**src/rtl/fx2_adc_stream_writer_pkg.sv**
```systemverilog
// Shared types and constants for the FX2LP ADC stream writer.
package fx2_stream_pkg;

    localparam int DROP_CNT_W = 16;

    typedef enum logic {
        IDLE,
        SEND
    } serState_e;

    function automatic int frameBytes(input int numCh, input int sampleWidth);
        return numCh * sampleWidth / 8;
    endfunction

endpackage

```
**src/rtl/fx2_adc_stream_writer_fifo.sv**
```systemverilog
// Frame FIFO with first-word fall-through read data; a pop frees a slot for a push on the same edge.
module frame_fifo #(
    parameter int WIDTH = 8,
    parameter int DEPTH = 16
) (
    input  logic             clk_i,
    input  logic             reset_n_i,
    input  logic             push_i,
    input  logic             pop_i,
    input  logic [WIDTH-1:0] wdata_i,
    output logic [WIDTH-1:0] rdata_o,
    output logic             full_o,
    output logic             empty_o
);

    localparam int PTR_W = $clog2(DEPTH);

    logic [WIDTH-1:0] mem_q [DEPTH];
    logic [PTR_W-1:0] wrPtr_q;
    logic [PTR_W-1:0] rdPtr_q;
    logic [PTR_W:0]   count_q;
    logic             doPush;
    logic             doPop;

    assign empty_o = (count_q == '0);
    assign full_o  = (count_q == (PTR_W+1)'(DEPTH));
    assign rdata_o = mem_q[rdPtr_q];
    assign doPop   = pop_i && !empty_o;
    assign doPush  = push_i && (!full_o || doPop);

    always_ff @(posedge clk_i or negedge reset_n_i) begin
        if (!reset_n_i) begin
            wrPtr_q <= '0;
            rdPtr_q <= '0;
            count_q <= '0;
        end else begin
            if (doPush) wrPtr_q <= wrPtr_q + 1'b1;
            if (doPop)  rdPtr_q <= rdPtr_q + 1'b1;
            count_q <= count_q + {{PTR_W{1'b0}}, doPush} - {{PTR_W{1'b0}}, doPop};
        end
    end

    // Storage is not reset; occupancy is governed solely by the pointers.
    always_ff @(posedge clk_i) begin
        if (doPush) mem_q[wrPtr_q] <= wdata_i;
    end

endmodule

```
**src/rtl/fx2_adc_stream_writer.sv**
```systemverilog
// ADC-to-FX2LP slave-FIFO writer: decimated frame capture, frame buffering, byte
// serialisation throttled by FLAGN, drop accounting and short-packet flush.
module fx2_adc_stream_writer
    import fx2_stream_pkg::*;
#(
    parameter int SAMPLE_WIDTH = 8,
    parameter int NUM_CH       = 1,
    parameter int FIFO_DEPTH   = 16,
    parameter int DIV_WIDTH    = 26,
    parameter int PKT_BYTES    = 512
) (
    input  logic                           clk_i,
    input  logic                           reset_n_i,
    input  logic                           enable_i,
    input  logic [DIV_WIDTH-1:0]           divisor_i,
    input  logic [NUM_CH*SAMPLE_WIDTH-1:0] adc_data_i,
    input  logic                           full_n_i,
    input  logic                           ovf_clr_i,
    output logic [7:0]                     fd_o,
    output logic                           slwr_n_o,
    output logic                           pktend_n_o,
    output logic                           overflow_o,
    output logic [DROP_CNT_W-1:0]          drop_cnt_o
);

    localparam int FRAME_W = NUM_CH * SAMPLE_WIDTH;
    localparam int FB      = frameBytes(NUM_CH, SAMPLE_WIDTH);
    localparam int IDX_W   = (FB > 1) ? $clog2(FB) : 1;
    localparam int PKT_W   = $clog2(PKT_BYTES);
    localparam logic [IDX_W-1:0] LAST_IDX = IDX_W'(FB - 1);

    logic [FRAME_W-1:0]    adcData_q;
    logic [DIV_WIDTH-1:0]  decCnt_q, decCnt_d;
    serState_e             state_q, state_d;
    logic [FRAME_W-1:0]    shift_q, shift_d;
    logic [IDX_W-1:0]      byteIdx_q, byteIdx_d;
    logic [7:0]            fd_q, fd_d;
    logic                  slwrN_q, slwrN_d;
    logic                  pktendN_q, pktendN_d;
    logic                  overflow_q, overflow_d;
    logic [DROP_CNT_W-1:0] dropCnt_q, dropCnt_d;
    logic [PKT_W-1:0]      byteCnt_q, byteCnt_d;

    logic [DIV_WIDTH-1:0]  effDiv;
    logic                  strobe;
    logic                  drop;
    logic                  flush;
    logic                  fifoPush;
    logic                  fifoPop;
    logic                  fifoFull;
    logic                  fifoEmpty;
    logic [FRAME_W-1:0]    fifoRdata;

    frame_fifo #(
        .WIDTH (FRAME_W),
        .DEPTH (FIFO_DEPTH)
    ) u_fifo (
        .clk_i     (clk_i),
        .reset_n_i (reset_n_i),
        .push_i    (fifoPush),
        .pop_i     (fifoPop),
        .wdata_i   (adcData_q),
        .rdata_o   (fifoRdata),
        .full_o    (fifoFull),
        .empty_o   (fifoEmpty)
    );

    assign effDiv = (divisor_i == '0) ? DIV_WIDTH'(1) : divisor_i;
    assign strobe = enable_i && (decCnt_q == '0);

    always_ff @(posedge clk_i or negedge reset_n_i) begin
        if (!reset_n_i) begin
            adcData_q  <= '0;
            decCnt_q   <= '0;
            state_q    <= IDLE;
            shift_q    <= '0;
            byteIdx_q  <= '0;
            fd_q       <= '0;
            slwrN_q    <= 1'b1;
            pktendN_q  <= 1'b1;
            overflow_q <= 1'b0;
            dropCnt_q  <= '0;
            byteCnt_q  <= '0;
        end else begin
            adcData_q  <= adc_data_i;
            decCnt_q   <= decCnt_d;
            state_q    <= state_d;
            shift_q    <= shift_d;
            byteIdx_q  <= byteIdx_d;
            fd_q       <= fd_d;
            slwrN_q    <= slwrN_d;
            pktendN_q  <= pktendN_d;
            overflow_q <= overflow_d;
            dropCnt_q  <= dropCnt_d;
            byteCnt_q  <= byteCnt_d;
        end
    end

    // The last byte of a frame pops the next one on the same edge, so frames stream back to back.
    always_comb begin
        state_d   = state_q;
        shift_d   = shift_q;
        byteIdx_d = byteIdx_q;
        fd_d      = fd_q;
        slwrN_d   = 1'b1;
        fifoPop   = 1'b0;
        unique case (state_q)
            IDLE: begin
                if (!fifoEmpty) begin
                    fifoPop   = 1'b1;
                    shift_d   = fifoRdata;
                    byteIdx_d = '0;
                    state_d   = SEND;
                end
            end
            SEND: begin
                if (full_n_i) begin
                    fd_d      = shift_q[7:0];
                    slwrN_d   = 1'b0;
                    shift_d   = shift_q >> 8;
                    byteIdx_d = byteIdx_q + 1'b1;
                    if (byteIdx_q == LAST_IDX) begin
                        byteIdx_d = '0;
                        if (!fifoEmpty) begin
                            fifoPop = 1'b1;
                            shift_d = fifoRdata;
                        end else begin
                            state_d = IDLE;
                        end
                    end
                end
            end
            default: state_d = IDLE;
        endcase
    end

    // The >= wrap keeps the decimation counter from stranding when the divisor shrinks mid-run.
    always_comb begin
        decCnt_d   = decCnt_q;
        overflow_d = overflow_q;
        dropCnt_d  = dropCnt_q;
        byteCnt_d  = byteCnt_q;
        pktendN_d  = 1'b1;

        if (!enable_i) begin
            decCnt_d = '0;
        end else if (decCnt_q >= effDiv - 1'b1) begin
            decCnt_d = '0;
        end else begin
            decCnt_d = decCnt_q + 1'b1;
        end

        drop     = strobe && fifoFull && !fifoPop;
        fifoPush = strobe && !drop;

        if (ovf_clr_i) begin
            overflow_d = 1'b0;
            dropCnt_d  = {{(DROP_CNT_W-1){1'b0}}, drop};
        end else if (drop) begin
            overflow_d = 1'b1;
            if (dropCnt_q != '1) dropCnt_d = dropCnt_q + 1'b1;
        end

        // The byte counter already includes a write being registered this edge, so a full packet never flushes.
        flush = !enable_i && fifoEmpty && (state_q == IDLE) && (byteCnt_q != '0)
                && full_n_i && pktendN_q;
        if (flush) begin
            pktendN_d = 1'b0;
            byteCnt_d = '0;
        end else if (!slwrN_d) begin
            byteCnt_d = byteCnt_q + 1'b1;
        end
    end

    assign fd_o       = fd_q;
    assign slwr_n_o   = slwrN_q;
    assign pktend_n_o = pktendN_q;
    assign overflow_o = overflow_q;
    assign drop_cnt_o = dropCnt_q;

endmodule
```
**config.mk**
```make
export PLATFORM = sky130hd
export DESIGN_NAME = fx2_adc_stream_writer
export DESIGN_NICKNAME = d
export VERILOG_FILES = /design/src/rtl/fx2_adc_stream_writer_pkg.sv /design/src/rtl/fx2_adc_stream_writer_fifo.sv /design/src/rtl/fx2_adc_stream_writer.sv
export SDC_FILE = /design/constraint.sdc
export NUM_CORES = 1
export LEC_CHECK = 0
export ABC_AREA = 1
export CORE_ASPECT_RATIO = 1.2
export CORE_MARGIN = 2
export CORE_UTILIZATION = 60
export CTS_BUF_LIST = sky130_fd_sc_hd__clkbuf_8
export CTS_CLUSTER_SIZE = 16
export DETAILED_ROUTE_END_ITERATION = 10
export GPL_TIMING_DRIVEN = 0
export PLACE_DENSITY = 0.82
export SLEW_MARGIN = 40
export SYNTH_ARGS = -nofsm -noshare
export SYNTH_HDL_FRONTEND = slang
export SYNTH_HIERARCHICAL = 1
export SYNTH_SLANG_ARGS = --single-unit
```
**constraint.sdc**
```tcl
create_clock -name clk_i -period 3.45 [get_ports clk_i]
set_input_delay 0.69 -clock clk_i [delete_from_list [all_inputs] [get_ports clk_i]]
set_output_delay 0.69 -clock clk_i [all_outputs]
set_load 0.1 [all_outputs]
```
==> impl_metrics.toml, run 1 <==
[status]
status = "complete, no violations"

[setup_path]
crit_start = "divisor_i[14]"
critical-path-top-delay-family = "simple AND/OR/NAND/NOR gates"
startpoint_type = "input port"
crit_buf_inv = 3
crit_top_cell = "nor2_2"
endpoint_kind = "flip-flop"
max_stage_delay_ps = 280
reg2regPathDepth = 18
crit_chain = "clkdlybuf4s15_1 > nor2_2 > nand2_1 > nor2_2 > nand2_1 > nor2_2 > nor2_2 > ha_2 > nand2_4 > nor2_4 > and2_4 > buf_6 > nand2_1 > xor2_1 > ha_1 > nand2_2 > a21oi_1 > nor4_1 > nand2_1 > nor2_2 > nand3_4 > buf_6 > nor2_1"
critPathMaxFanout = 5
critical_path_required_ps = 3880
crit_type = "in2reg"
r2r_end = "u_fifo/count_q[4]$_DFF_PN0_"
cp_num_cells = 23
crit_arrival_ps = 3660
r2r_slack_ps = 260
slowest_stage = "ha_1"
regToRegStartpoint = "u_fifo/count_q[3]$_DFF_PN0_"

[power_and_ir_drop]
leakagePower_nw = 6.39
total_power_mw = 8.24
power_density_mw_per_mm2 = 606
max-vdd-ir-drop_uv = 419

[timing]
fmax_ghz = 0.310
final_hold_viol_count = 0
worst_slack_ps = 221
tightest_slew_ps = 864
maxSlewViolCount = 0
period_share_pct = 93.6
setup_tns_ps = 0
slew_headroom_pct = 42.2
fin_crit_ps = 3230
finClkSkew_ps = 30.5
whs_ps = 89.1
finalSetupViolCount = 0

[placed_design]
dp_cells = 1722
hpwl_mm = 19.6
port_buffers = 64
dpl_cell_area_sq_mm = 0.0127
pre_cts_ws_ps = -1110
gp_congestion = 0.929

[final_layout]
area_delta_synth_final_pct = 15.2
fin_area_sq_mm = 0.0136
diodes = 0
multi_input_area_sq_mm = 0.00491
nFillCells = 1494
finalNonFillerCells = 1800
fin_nets = 1595
final-seq-area_sq_mm = 0.00615
final_util_pct = 70.1
drive_gt1_share_pct = 12.4

[global_routing]
use_met1_pct = 31.4
grt_util_met3_pct = 3.68
track_usage_pct = 27.2
grt_pass1_wl_mm = 44.9
grt_overflow = 0
grt_pass1_vias = 9352
met2_usage_pct = 50.9
antenna_found_initial = 0
grt_max_degree = 49
top_usage_layer = "met2"

[clock_network]
htreeDepth = 2
cts.sinks = 220
clock_latency_ps = 530
clockBufferDepth = 3
cts_buffers = 35
root_buffer = "clkbuf_8"
path_clk_slew_ps = 60
tritoncts = "built"

[hold_path]
hold_path.class = "in2async"

[detailed_routing]
drt_pre_antenna_iters = 7
vias_per_cell = 5.31
dr.first_iter.drc_count = 699
drtAntennaViolNets = 0
vias = 9564
drc_errors = 0
drt-total-wl_mm = 27.7
wl_per_cell_um = 15.4

[synthesis]
synth_area_sq_mm = 0.0118
ys_warn_count = 6
netlist_instances = 1396
synth-seq-cells = 220
synth.area.top_cells = "edfxtp_1 33%, dfrtp_1 19%, nand2_1 13%"
synth_cell_types = 44
yosysTopAreaCellShare_pct = 32.6
avgSynthCellArea_sq_um = 8.46
synth_nets = 1479
yosysSeqAreaShare_pct = 52.1
synth_top_area_cell = "edfxtp_1"

[floorplan]
num_rows = 56
io_pins = 66
die_x_um = 132
core_sq_mm = 0.0194
start_util_pct = 60.8
design.die.area_sq_mm = 0.0208
die_h_um = 158

[job]
maxCapViolations = 0
-- report_power, final --
| group | switching [mW] | total [mW] | internal [mW] |
|---|---|---|---|
| clock network | 1.00 | 2.23 | 1.23 |
| logic | 1.93 | 2.73 | 0.804 |
| registers | 0.186 | 3.28 | 3.09 |
-- registers in the layout, summed over array words and instances, names as in the netlist --
signal and count:
u_fifo/rdPtr_q 4, drop_cnt_o 16, byteCnt_q 9, adcData_q 8, fd_o 8, state_q 1, u_fifo/count_q 5, slwr_n_o 1
u_fifo/mem_q 128, overflow_o 1, shift_q 8, u_fifo/wrPtr_q 4, decCnt_q 26, pktend_n_o 1
-- routing by layer --
metal	vias to the layer above	routed length, um
met5	-	0
met3	69	1490
met1	4464	10700
li1	4708	-
met4	0	980
met2	323	14600
-- repair_timing --
| item | 4_1_cts | 5_1_grt |
|---|---|---|
| setup buffers | 5 | 7 |
| resized for setup | 39 | 58 |
| pin swaps | 10 | 24 |
| endpoints found under the setup margin | 26 | 28 |
| hold buffers | 0 | 0 |
| gates cloned | 2 | 0 |
-- synth_stat cells --
library cell  instances
a21o_1                1
a21oi_1              18
a31oi_1               1
a32oi_1               1
and2_1                1
buf_2                15
buf_4                 5
buf_6                 5
buf_8                 1
clkbuf_1              7
clkbuf_8              1
dfrtp_1              90
dfstp_2               2
edfxtp_1            128
fa_1                  1
ha_1                 43
inv_1               165
inv_2                 7
nand2_1             420
nand2_2               4
nand2_4               2
nand2b_1              1
nand3_1             116
nand3_2               2
nand3b_1              2
nand4_1              17
nand4_4               1
nor2_1              203
nor2_2                5
nor2_8                1
nor3_1               24
nor3_2                4
nor3b_1               2
nor3b_2               1
nor4_1                6
nor4_2                1
nor4b_1               1
o211ai_1              1
o21a_1                2
o21ai_0              30
o21bai_1              1
or2_2                 1
xnor2_1              13
xor2_1               43
-- cell usage in the layout, fill, tap and decap left out, types with 11 or more instances in the layout --
master          count
inv_1             174
edfxtp_1          128
xor2_1             43
nand4_1            17
xnor2_1            13
clkbuf_2           14
dfrtp_1            90
clkbuf_8           45
ha_1               42
nor2_1            186
a21oi_1            18
o21ai_0            29
buf_4              17
nor2_2             19
buf_6              11
dlymetal6s2s_1     12
buf_2              39
nand2_1           417
nor3_1             23
nand3_1           114
-- cell families after synthesis --
kind of cell,after synthesis,synth area share (%)
AND/OR/NAND/NOR,815,29.2
flip-flops,220,52.1
buffers and inverters,206,7.37
XOR/XNOR,56,4.15
AO/OA/AOI/OAI,55,2.48
adder cells (fa/ha/maj),44,4.73
-- layout make-up --
| type | instances | area share [%] |
|---|---|---|
| Clock inverter | 20 | 0.837 |
| Timing Repair Buffer | 79 | 4.46 |
| Tap cell | 261 | 2.40 |
| Inverter | 172 | 4.75 |
| Buffer | 34 | 1.79 |
| Clock buffer | 44 | 4.45 |
| Multi-Input combinational cell | 970 | 36.1 |
| Sequential cell | 220 | 45.2 |
-- worst max-delay path by stage --
stage                                  end
global route        decCnt_q[21]$_DFF_PN0_
floorplan           decCnt_q[13]$_DFF_PN0_
CTS                 decCnt_q[21]$_DFF_PN0_
detailed placement  decCnt_q[12]$_DFF_PN0_
global placement    adcData_q[2]$_DFF_PN0_
finish              decCnt_q[21]$_DFF_PN0_
No activity file was read; power rests on OpenSTA's default activity.
==> run 2, diff against run 1 <==
--- a/config.mk
+++ b/config.mk
@@ -6,6 +6,7 @@
 export NUM_CORES = 1
 export LEC_CHECK = 0
 export ABC_AREA = 1
+export ABC_CLOCK_PERIOD_IN_PS = 3450
 export CORE_ASPECT_RATIO = 1.2
 export CORE_MARGIN = 2
 export CORE_UTILIZATION = 60
@@ -17,5 +18,4 @@
 export SLEW_MARGIN = 40
 export SYNTH_ARGS = -nofsm -noshare
 export SYNTH_HDL_FRONTEND = slang
-export SYNTH_HIERARCHICAL = 1
 export SYNTH_SLANG_ARGS = --single-unit
==> impl_metrics.toml, run 2 <==
[setup_path]
regToRegStartpoint = "u_fifo.count_q[2]$_DFF_PN0_"
crit_arrival_ps = 3750
max_stage_delay_ps = 290
crit_type = "in2reg"
slowest_stage = "dlygate4sd2_1"
crit_top_cell = "nand2_1"
r2r_slack_ps = 370
endpoint_kind = "flip-flop"
crit_buf_inv = 4
critical_path_required_ps = 3890
startpoint_type = "input port"
critPathMaxFanout = 6
r2r_end = "u_fifo.count_q[4]$_DFF_PN0_"
crit_start = "divisor_i[6]"
critical-path-top-delay-family = "simple AND/OR/NAND/NOR gates"
reg2regPathDepth = 14

[timing]
finClkSkew_ps = 14.2
tightest_slew_ps = 838
fin_crit_ps = 3320
maxSlewViolCount = 0
final_hold_viol_count = 0
fmax_ghz = 0.302
slew_headroom_pct = 43.9
period_share_pct = 96.1
finalSetupViolCount = 0

[synthesis]
yosysSeqAreaShare_pct = 53.4
yosysTopAreaCellShare_pct = 33.4
synthMuxAreaShare_pct = 0
synthXorXnorAreaFrac_pct = 2.82
netlist_instances = 1325
synthSimpleGateAreaFrac_pct = 27.2
synth_nets = 1408
avgSynthCellArea_sq_um = 8.69
synth_top_family_by_area = "simple AND/OR/NAND/NOR gates"
yosysMostFrequentCell = "nand2_1"
synth_compound_area_share_pct = 5.91
synth_common_cells = "306 x nand2_1, 215 x nor2_1, 158 x nand3_1"
synth_cell_types = 41
synth_area_sq_mm = 0.0115
synth_top_area_cell = "edfxtp_1"
synth-seq-cells = 220
synth.area.top_cells = "edfxtp_1 33%, dfrtp_1 20%, nand2_1 10%"
synth_flop_cell = "edfxtp_1"
async_flop_share_pct = 41.8
synth_fa_ha_area_share_pct = 4.85
synth_edf_count = 128
ys_warn_count = 0

[final_layout]
largest_register_ffs = 128
mostFrequentLayoutCells = "300 x nand2_1, 192 x nor2_1, 156 x nand3_1"
drive_gt1_share_pct = 10.8
area_delta_synth_final_pct = 16.0
diodes = 0
top_register = "u_fifo.mem_q"
fin_nets = 1526
finalNonFillerCells = 1722
final_util_pct = 70.8
nFillCells = 1505
layout_commonest_cell = "nand2_1"

[clock_network]
clock_latency_ps = 510
clockBufferDepth = 3
path_clk_slew_ps = 60
cts_buffers = 36
htreeDepth = 2
root_buffer = "clkbuf_8"
tritoncts = "built"
cts.sinks = 220

[global_routing]
track_usage_pct = 28.2
grt_pass1_vias = 9483
grt_pass1_wl_mm = 44.9
grt_overflow = 0
antenna_found_initial = 0
grt_max_degree = 75

[job]
maxCapViolations = 0

[power_and_ir_drop]
p_int_mw = 4.98
power_density_mw_per_mm2 = 604
p_seq_share_pct = 40.9
swShare_pct = 38.3
max-vdd-ir-drop_uv = 333
leakagePower_nw = 6.02
p_comb_share_pct = 32.4
switching_power_mw = 3.09
p_clk_share_pct = 26.7

[floorplan]
die_h_um = 156
design.die.area_sq_mm = 0.0203
num_rows = 55
start_util_pct = 61.0
core_sq_mm = 0.0189
io_pins = 66
die_x_um = 130

[detailed_routing]
dr.first_iter.drc_count = 712
drt-total-wl_mm = 27.8
drtAntennaViolNets = 0
wl_per_cell_um = 16.1
drc_errors = 0
vias = 9547
vias_per_cell = 5.54
drt_pre_antenna_iters = 6

[placed_design]
gp_congestion = 0.958
hpwl_mm = 19.9
dp_cells = 1647
port_buffers = 65

[status]
status = "complete, no violations"

[hold_path]
holdPathEnd = "fd_o[3]$_DFFE_PN0P_"
hold_path.class = "reg2reg"
holdPathStages = 2
holdCritStartpoint = "fd_o[3]$_DFFE_PN0P_"
-- run 2: cell count changes after synthesis, moves of 6 or more --
cell	change
xor2_1	-9
nor4_1	-6
xnor2_1	-10
clkbuf_1	+9
buf_1	+6
nor3_1	-10
nand4_1	+10
o21ai_0	+29
inv_2	-6
inv_1	-36
nor2_1	+12
o211ai_1	+22
nand2_1	-114
nand3_1	+42
-- run 2: power groups by stage --
| stage | registers (mW) | logic (mW) | clock network [mW] |
|---|---|---|---|
| after floorplan | 3.60 | 1.53 | 0 |
| after global placement | 3.34 | 2.53 | 0 |
| after detailed placement | 3.34 | 2.58 | 0 |
| after CTS | 3.30 | 2.60 | 2.19 |
| after global routing | 3.33 | 2.88 | 2.31 |
| final | 3.30 | 2.61 | 2.16 |
-- run 2: worst register-to-register path, stage by stage (launching register included) --
cell	delay, ps
dfrtp_1	360
inv_1	70
ha_1	240
nand3_2	140
nand2_1	100
inv_1	200
buf_1	430
ha_1	320
inv_1	60
ha_1	160
inv_1	60
fa_1	390
o21ai_0	190
a21oi_1	100
xor2_1	150
-- run 2: layout make-up --
| type | count | area (sq um) | area share (%) |
|---|---|---|---|
| Sequential cell | 220 | 6150 | 46.1 |
| Multi-Input combinational cell | 935 | 4840 | 36.2 |
| Timing Repair Buffer | 80 | 681 | 5.10 |
| Clock buffer | 39 | 537 | 4.02 |
| Inverter | 132 | 495 | 3.71 |
| Tap cell | 256 | 320 | 2.40 |
| Buffer | 38 | 194 | 1.45 |
| Clock inverter | 22 | 135 | 1.01 |
-- run 2: routing by layer --
| layer | track usage, % | share of wire [%] |
|---|---|---|
| met1 | 33.1 | 39 |
| met2 | 51.8 | 52 |
| met3 | 3.50 | 4.5 |
| met4 | 12.0 | 4.3 |
| met5 | 0 | 0 |
-- run 2: worst max-delay path by stage --
stage	end	slack [ps]	cells after the start
6_report	decCnt_q[3]$_DFF_PN0_	130	26
2_1_floorplan	decCnt_q[11]$_DFF_PN0_	50	25
3_5_place_dp	decCnt_q[10]$_DFF_PN0_	-1200	26
3_3_place_gp	adcData_q[6]$_DFF_PN0_	-1790	1
4_1_cts	decCnt_q[3]$_DFF_PN0_	10	26
5_1_grt	decCnt_q[6]$_DFF_PN0_	-50	26
-- run 2: metrics by stage --
stage / setup slack [ps] / TNS, ps / instance area [sq um] / power [mW] / hold slack (ps)
2_1_floorplan: 46.4 / 0 / 11500 / 5.14 / 394
3_3_place_gp: -1790 / -190690 / 12500 / 5.87 / 460
3_5_place_dp: -1200 / -30000 / 12400 / 5.93 / 460
4_1_cts: 14.3 / 0 / 13200 / 8.09 / 477
5_1_grt: -49.0 / -1000 / 13300 / 8.52 / 494
6_report: 135 / 0 / 13300 / 8.07 / 472
-- run 2: kinds of logic after synthesis --
| kind of cell | Yosys count |
|---|---|
| AOI/OAI and AO/OA | 116 |
| xor gates and xnor gates | 37 |
| adders and majority gates | 44 |
| buffers and inverters | 170 |
| DFF | 220 |
| and+or+nand+nor | 738 |
-- run 2: what timing repair did --
action / in CTS / in global routing
buffers inserted: 6 / 5
pin swaps: 4 / 19
endpoints found under the setup margin: 26 / 26
hold buffers: 1 / 0
gates cloned: 2 / 0
gates resized for setup: 38 / 31
hold endpoints to repair: 18 / 0
==> patch 1, RTL diff (config.mk and constraints of run 1) <==
Set the parameter `DIV_WIDTH` to 34 (it was 26).
--- a/src/rtl/fx2_adc_stream_writer.sv
+++ b/src/rtl/fx2_adc_stream_writer.sv
@@ -6,7 +6,7 @@
     parameter int SAMPLE_WIDTH = 8,
     parameter int NUM_CH       = 1,
     parameter int FIFO_DEPTH   = 16,
-    parameter int DIV_WIDTH    = 26,
+    parameter int DIV_WIDTH    = 34,
     parameter int PKT_BYTES    = 512
 ) (
     input  logic                           clk_i,
Interface: changed (resized divisor_i); port bits go from 66 to 74. No check against the original RTL was run, so the function may have changed too.
==> patch 1 against run 1 <==
- maximum frequency is 3.9% lower
- synthesized cell count increased by 13%
- non-clock buffer count grew 17
- final area rose by 9.5%
- sequential power is 3% higher
- area after synthesis up 8.3%
- hold slack worse by 0.038 ns
- die area is 8.0% higher
- total power up 2.4%
- setup slack worse by 0.13 ns
- combinational power up 3%
- sequential cell count up 8
- wire length up 21%
- clock skew decreased by 0.0038 ns
- largest cell class unchanged
- highest routed layer unchanged
==> patch 1: results (changes against run 1) <==
port buffer count=73 (+14%); pre-CTS WS=-1.545 ns (-0.4380 ns); HPWL Detailed=24620 µm (+26%); Lkg Pwr=0.006825 µW (+6.9%); sequential cell area share=0.4263 (-0.02587); Reg2Reg Depth=15 (-3); Worst setup endpoint=decCnt_q[11]$_DFF_PN0_; Seq/Total Area, Yosys=0.4967 (-0.02415); overall power=8442 µW (+2.4%); peak supply drop=0.5696 mV (+36%); Yosys cell types=37 (-16%); Post-layout nets=1806 (+13%); final cell count without fillers=2004 (+11%); Num CTS Buffers=36 (+2.9%); P_seq=3370 µW (+3%); Non-clk invs=206 (+20%); Post-Syn Area per Cell=8.121 µm² (-4.0%); WL/cell=16.73 µm (+8.7%); largest net degree at the start of global routing=54 (+10%); number of global-route vias before repair=10956 (+17%); GPL Wtd Cong=0.9492 (+2.2%); Clock buf/inv share=0.04839 (-0.004517); # clk buffers=40 (-9.1%); Commonest cells post-synth=462 x nand2_1, 222 x nor2_1, 191 x inv_1; Crit Path Max Fanout=6 (+1); Clk power=2270 µW (+2%); CP Data Arrival Time=3.80 ns (+0.14 ns); final core occ=0.7101 (+0.009499); CTS sink cnt=228 (+3.6%); post-synthesis async set-or-reset flop share=0.4386 (+0.02041); Via density=5.530 (+4.1%); GRT Total Usage=0.3031 (+0.03152); Post-Syn Nets=1673 (+13%); RR Startpoint=decCnt_q[0]$_DFF_PN0_; worst relative slew slack=0.4130 (-0.009093); area of the core=0.02097 mm² (+8.1%); status=finished clean; drt first-iter violations=824 (+18%); final worst slack=0.09080 ns (-0.1302 ns); Filler cells=1645 (+10%); Multi-In Gates=1105 (+14%); top cell type's share of synthesized area=0.3007 (-0.02489); worst reg-to-reg setup slack=0.20 ns (-0.06 ns); sw frac=0.3802 (+0.001895); final-layout non-clock buffer area share=0.06242 (about the same); ratio of cells with drive above 1 in the final layout=0.1459 (+0.02180); Critical Path Start=divisor_i[23]; Area after DPL=0.01376 mm² (+8.6%); placed cells=1918 (+11%); Hold Slack=0.05133 ns (-0.03775 ns)
patch 1: cell count changes in the layout (fill, tap and decap cells not counted), moves of 8 or more:
cell	delta
inv_1	+24
ha_1	+8
nor2_1	+12
inv_2	+14
nand3_1	+26
dlymetal6s2s_1	-12
dfrtp_1	+8
clkbuf_2	+10
nand2_1	+36
nor3_2	+17
patch 1: worst max-delay path: stages:
cell             delay, ns
clkdlybuf4s15_1       0.24
nor2_2                0.18
nand2_2               0.08
nor2_4                0.13
nand3_2               0.11
nor2_4                0.11
nor2_4                0.06
ha_4                  0.17
nand3_4               0.10
inv_2                 0.04
buf_4                 0.13
nand3_4               0.08
inv_2                 0.05
nand3_1               0.09
xor2_1                0.16
ha_1                  0.26
nand2_2               0.09
inv_2                 0.05
nand2_1               0.06
nand2_1               0.05
nand2_1               0.06
nand2_1               0.07
a21oi_2               0.14
nand4_1               0.13
buf_6                 0.18
buf_8                 0.15
nor3_4                0.11
patch 1: kinds of logic after synthesis:
family / after synthesis / synth area share
AO/OA/AOI/OAI: 61 / 0.02614
XOR/XNOR: 58 / 0.03974
adder cells (fa/ha/maj): 52 / 0.05149
buffers and inverters: 241 / 0.07664
flip-flops: 228 / 0.4967
AND/OR/NAND/NOR: 934 / 0.3093
patch 1: timing repair:
item	CTS	global route
setup buffers	11	8
endpoints found under the setup margin	35	35
endpoints found under the hold margin	0	0
resized for setup	92	93
pin swaps	20	28
gates cloned	2	0
patch 1: per-layer routing:
metal  GRT usage  wire length [µm]
met5           0                 0
met4      0.2038              2357
met3     0.03951              1694
met2      0.5534             17590
met1      0.3216             11880
==> patch 2, RTL diff (flow settings as in run 1) <==
Without the edit above. Add an input register stage for `divisor_i`, cleared by the reset; this delays it by one clock. The other inputs are not delayed to match.
--- a/src/rtl/fx2_adc_stream_writer.sv
+++ b/src/rtl/fx2_adc_stream_writer.sv
@@ -28,6 +28,16 @@
     localparam int IDX_W   = (FB > 1) ? $clog2(FB) : 1;
     localparam int PKT_W   = $clog2(PKT_BYTES);
     localparam logic [IDX_W-1:0] LAST_IDX = IDX_W'(FB - 1);
+
+    logic [DIV_WIDTH-1:0] divisor_q;
+
+    always_ff @(posedge clk_i or negedge reset_n_i) begin
+        if (!reset_n_i) begin
+            divisor_q <= '0;
+        end else begin
+            divisor_q <= divisor_i;
+        end
+    end
 
     logic [FRAME_W-1:0]    adcData_q;
     logic [DIV_WIDTH-1:0]  decCnt_q, decCnt_d;
@@ -65,7 +75,7 @@
         .empty_o   (fifoEmpty)
     );
 
-    assign effDiv = (divisor_i == '0) ? DIV_WIDTH'(1) : divisor_i;
+    assign effDiv = (divisor_q == '0) ? DIV_WIDTH'(1) : divisor_q;
     assign strobe = enable_i && (decCnt_q == '0);
 
     always_ff @(posedge clk_i or negedge reset_n_i) begin
Behaviour: not the same (a bounded check fails within 10 cycles, from zero or initial values and one cycle with reset_n_i low).
==> patch 2 against run 1 <==
- utilization grew 0.69 points
- first-iteration DRC count is 16% higher
- die area is 6.1% higher
- sequential cell count grew 26
- non-clock buffer count stayed put
- setup slack got worse by 0.13 ns
- sequential share of layout area grew 1.9 points
- total power up 6.6%
- wire length increased by 7.9%
- global-route usage grew 0.49 points
- area after synthesis rose by 6.3%
- final area up 6.1%
- largest power group unchanged
- highest routed layer unchanged
==> patch 2: results (changes against run 1) <==
met3 Use GR=0.03984 (+0.003015); clk root buf=clkbuf_8; Seq/Total Area, Yosys=0.5419 (+0.02106); GRT Total Usage=0.2765 (+0.004913); CP Data Arrival Time=3.77 ns (+0.11 ns); pre-CTS WS=-0.4962 ns (+0.6106 ns); met2 wire length=15570 µm (+6.9%); final cell count without fillers=1886 (+4.8%); met2 global-route usage=0.4954 (-0.01350); Post-layout nets=1673 (+4.9%); port buffer count=63 (-1.6%); clk_skew=0.01866 ns (-0.01184 ns); met1 wire length=11390 µm (+6.7%); routing usage on met1=0.3253 (+0.01144); global-route wire length before repair=47800 µm (+6.4%); cts repair resizes=10 (-74%); WL/cell=15.84 µm (+3.0%); top cells by area, synth=edfxtp_1 31%, dfrtp_1 23%, nand2_1 14%; Setup Buffers After CTS=3 (-2); worst relative slew slack=0.4543 (+0.03230); Commonest cells post-synth=458 x nand2_1, 221 x nor2_1, 160 x inv_1; ratio of cells with drive above 1 in the final layout=0.1073 (-0.01677); Filler cells=1583 (+6.0%); Crit Path Max Fanout=10 (+5); number of global-route vias before repair=9857 (+5.4%); Synth Instances=1472 (+5.4%); largest net degree at the start of global routing=78 (+59%); Num CTS Buffers=40 (+14%); drt first-iter violations=811 (+16%); placed cells=1801 (+4.6%); Area after DPL=0.01341 mm² (+5.8%); HPWL Detailed=20950 µm (+7.0%); Yosys cell types=40 (-9.1%); GRT overflow=0 (unchanged); GPL Wtd Cong=0.9686 (+4.3%); post-synthesis async set-or-reset flop share=0.4797 (+0.06149); peak supply drop=0.5175 mV (+23%); 1st-pass router iterations=7 (unchanged); DR WL met3=1577 µm (+6.2%); Post-Syn Nets=1555 (+5.1%); Lkg Pwr=0.006684 µW (+4.7%); status=finished clean; area of the multi-input gates=0.005034 mm² (+2.5%)
-- patch 2: cell count changes in the layout (fill, tap and decap cells not counted), moves of 7 or more --
| cell | change |
|---|---|
| clkdlybuf4s50_1 | +26 |
| dlymetal6s2s_1 | -12 |
| nand2_1 | +37 |
| nand3_1 | +17 |
| dfrtp_1 | +26 |
| buf_6 | -7 |
| nor2_2 | -7 |
| xor2_1 | -14 |
| nor2_1 | +23 |
| o21ai_0 | +7 |
| clkbuf_2 | -14 |
-- patch 2: worst paths after layout --
path                                          from                       end  slack (ns)  cells past startpoint
hold reg to reg                fd_o[2]$_DFFE_PN0P_       fd_o[2]$_DFFE_PN0P_        0.48                      2
min in group clk_i                        enable_i    decCnt_q[12]$_DFF_PN0_        0.48                      3
setup reg to reg           divisor_q[17]$_DFF_PN0_     decCnt_q[5]$_DFF_PN0_        0.09                     23
max in group asynchronous                reset_n_i    decCnt_q[10]$_DFF_PN0_        2.67                      2
hold / removal                           reset_n_i  byteCnt_q[0]$_DFFE_PN0P_        0.03                      1
setup / recovery           divisor_q[17]$_DFF_PN0_     decCnt_q[5]$_DFF_PN0_        0.09                     23
-- patch 2: area by class of cell --
| cell class | instances | share of cell area |
|---|---|---|
| Buffer | 37 | 0.01656 |
| Clock buffer | 44 | 0.04196 |
| Clock inverter | 29 | 0.01257 |
| Inverter | 166 | 0.04318 |
| Multi-Input combinational cell | 1023 | 0.3488 |
| Sequential cell | 246 | 0.4711 |
| Tap cell | 265 | 0.02298 |
| Timing Repair Buffer | 76 | 0.04283 |
-- patch 2: critical path, stage by stage (launching register included) --
cell	delay [ns]
dfrtp_1	0.41
nor2_1	0.16
nand2_1	0.10
nor2_1	0.14
nand2_1	0.11
nor2_2	0.18
nor2_4	0.08
ha_4	0.17
nand2_2	0.11
nor2_4	0.06
nand3_4	0.09
nor2_4	0.05
nand2_1	0.09
xor2_1	0.15
inv_1	0.06
ha_1	0.30
nand2_2	0.10
nor3_4	0.23
nand2_2	0.09
nor2_1	0.11
nand2_1	0.09
nand3_4	0.15
buf_8	0.16
nor2_1	0.06
-- patch 2: cells by family (layout without fill, tap and decap cells) --
kind of cell	after synthesis	count (layout)	share of synthesized area
fa+ha+maj	44	44	0.04448
simple gates	881	881	0.2948
xor+xnor	36	36	0.02513
flops	246	246	0.5419
buf+inv	203	352	0.06681
compound gates	62	62	0.02692
-- patch 2: power by group --
| group | internal [µW] | leakage, µW | switching, µW | total (µW) |
|---|---|---|---|---|
| logic | 810 | 0.00359 | 1890 | 2700 |
| clock network | 1330 | 0.000458 | 1140 | 2480 |
| registers | 3410 | 0.00263 | 198 | 3610 |
| total | 5560 | 0.00668 | 3230 | 8790 |
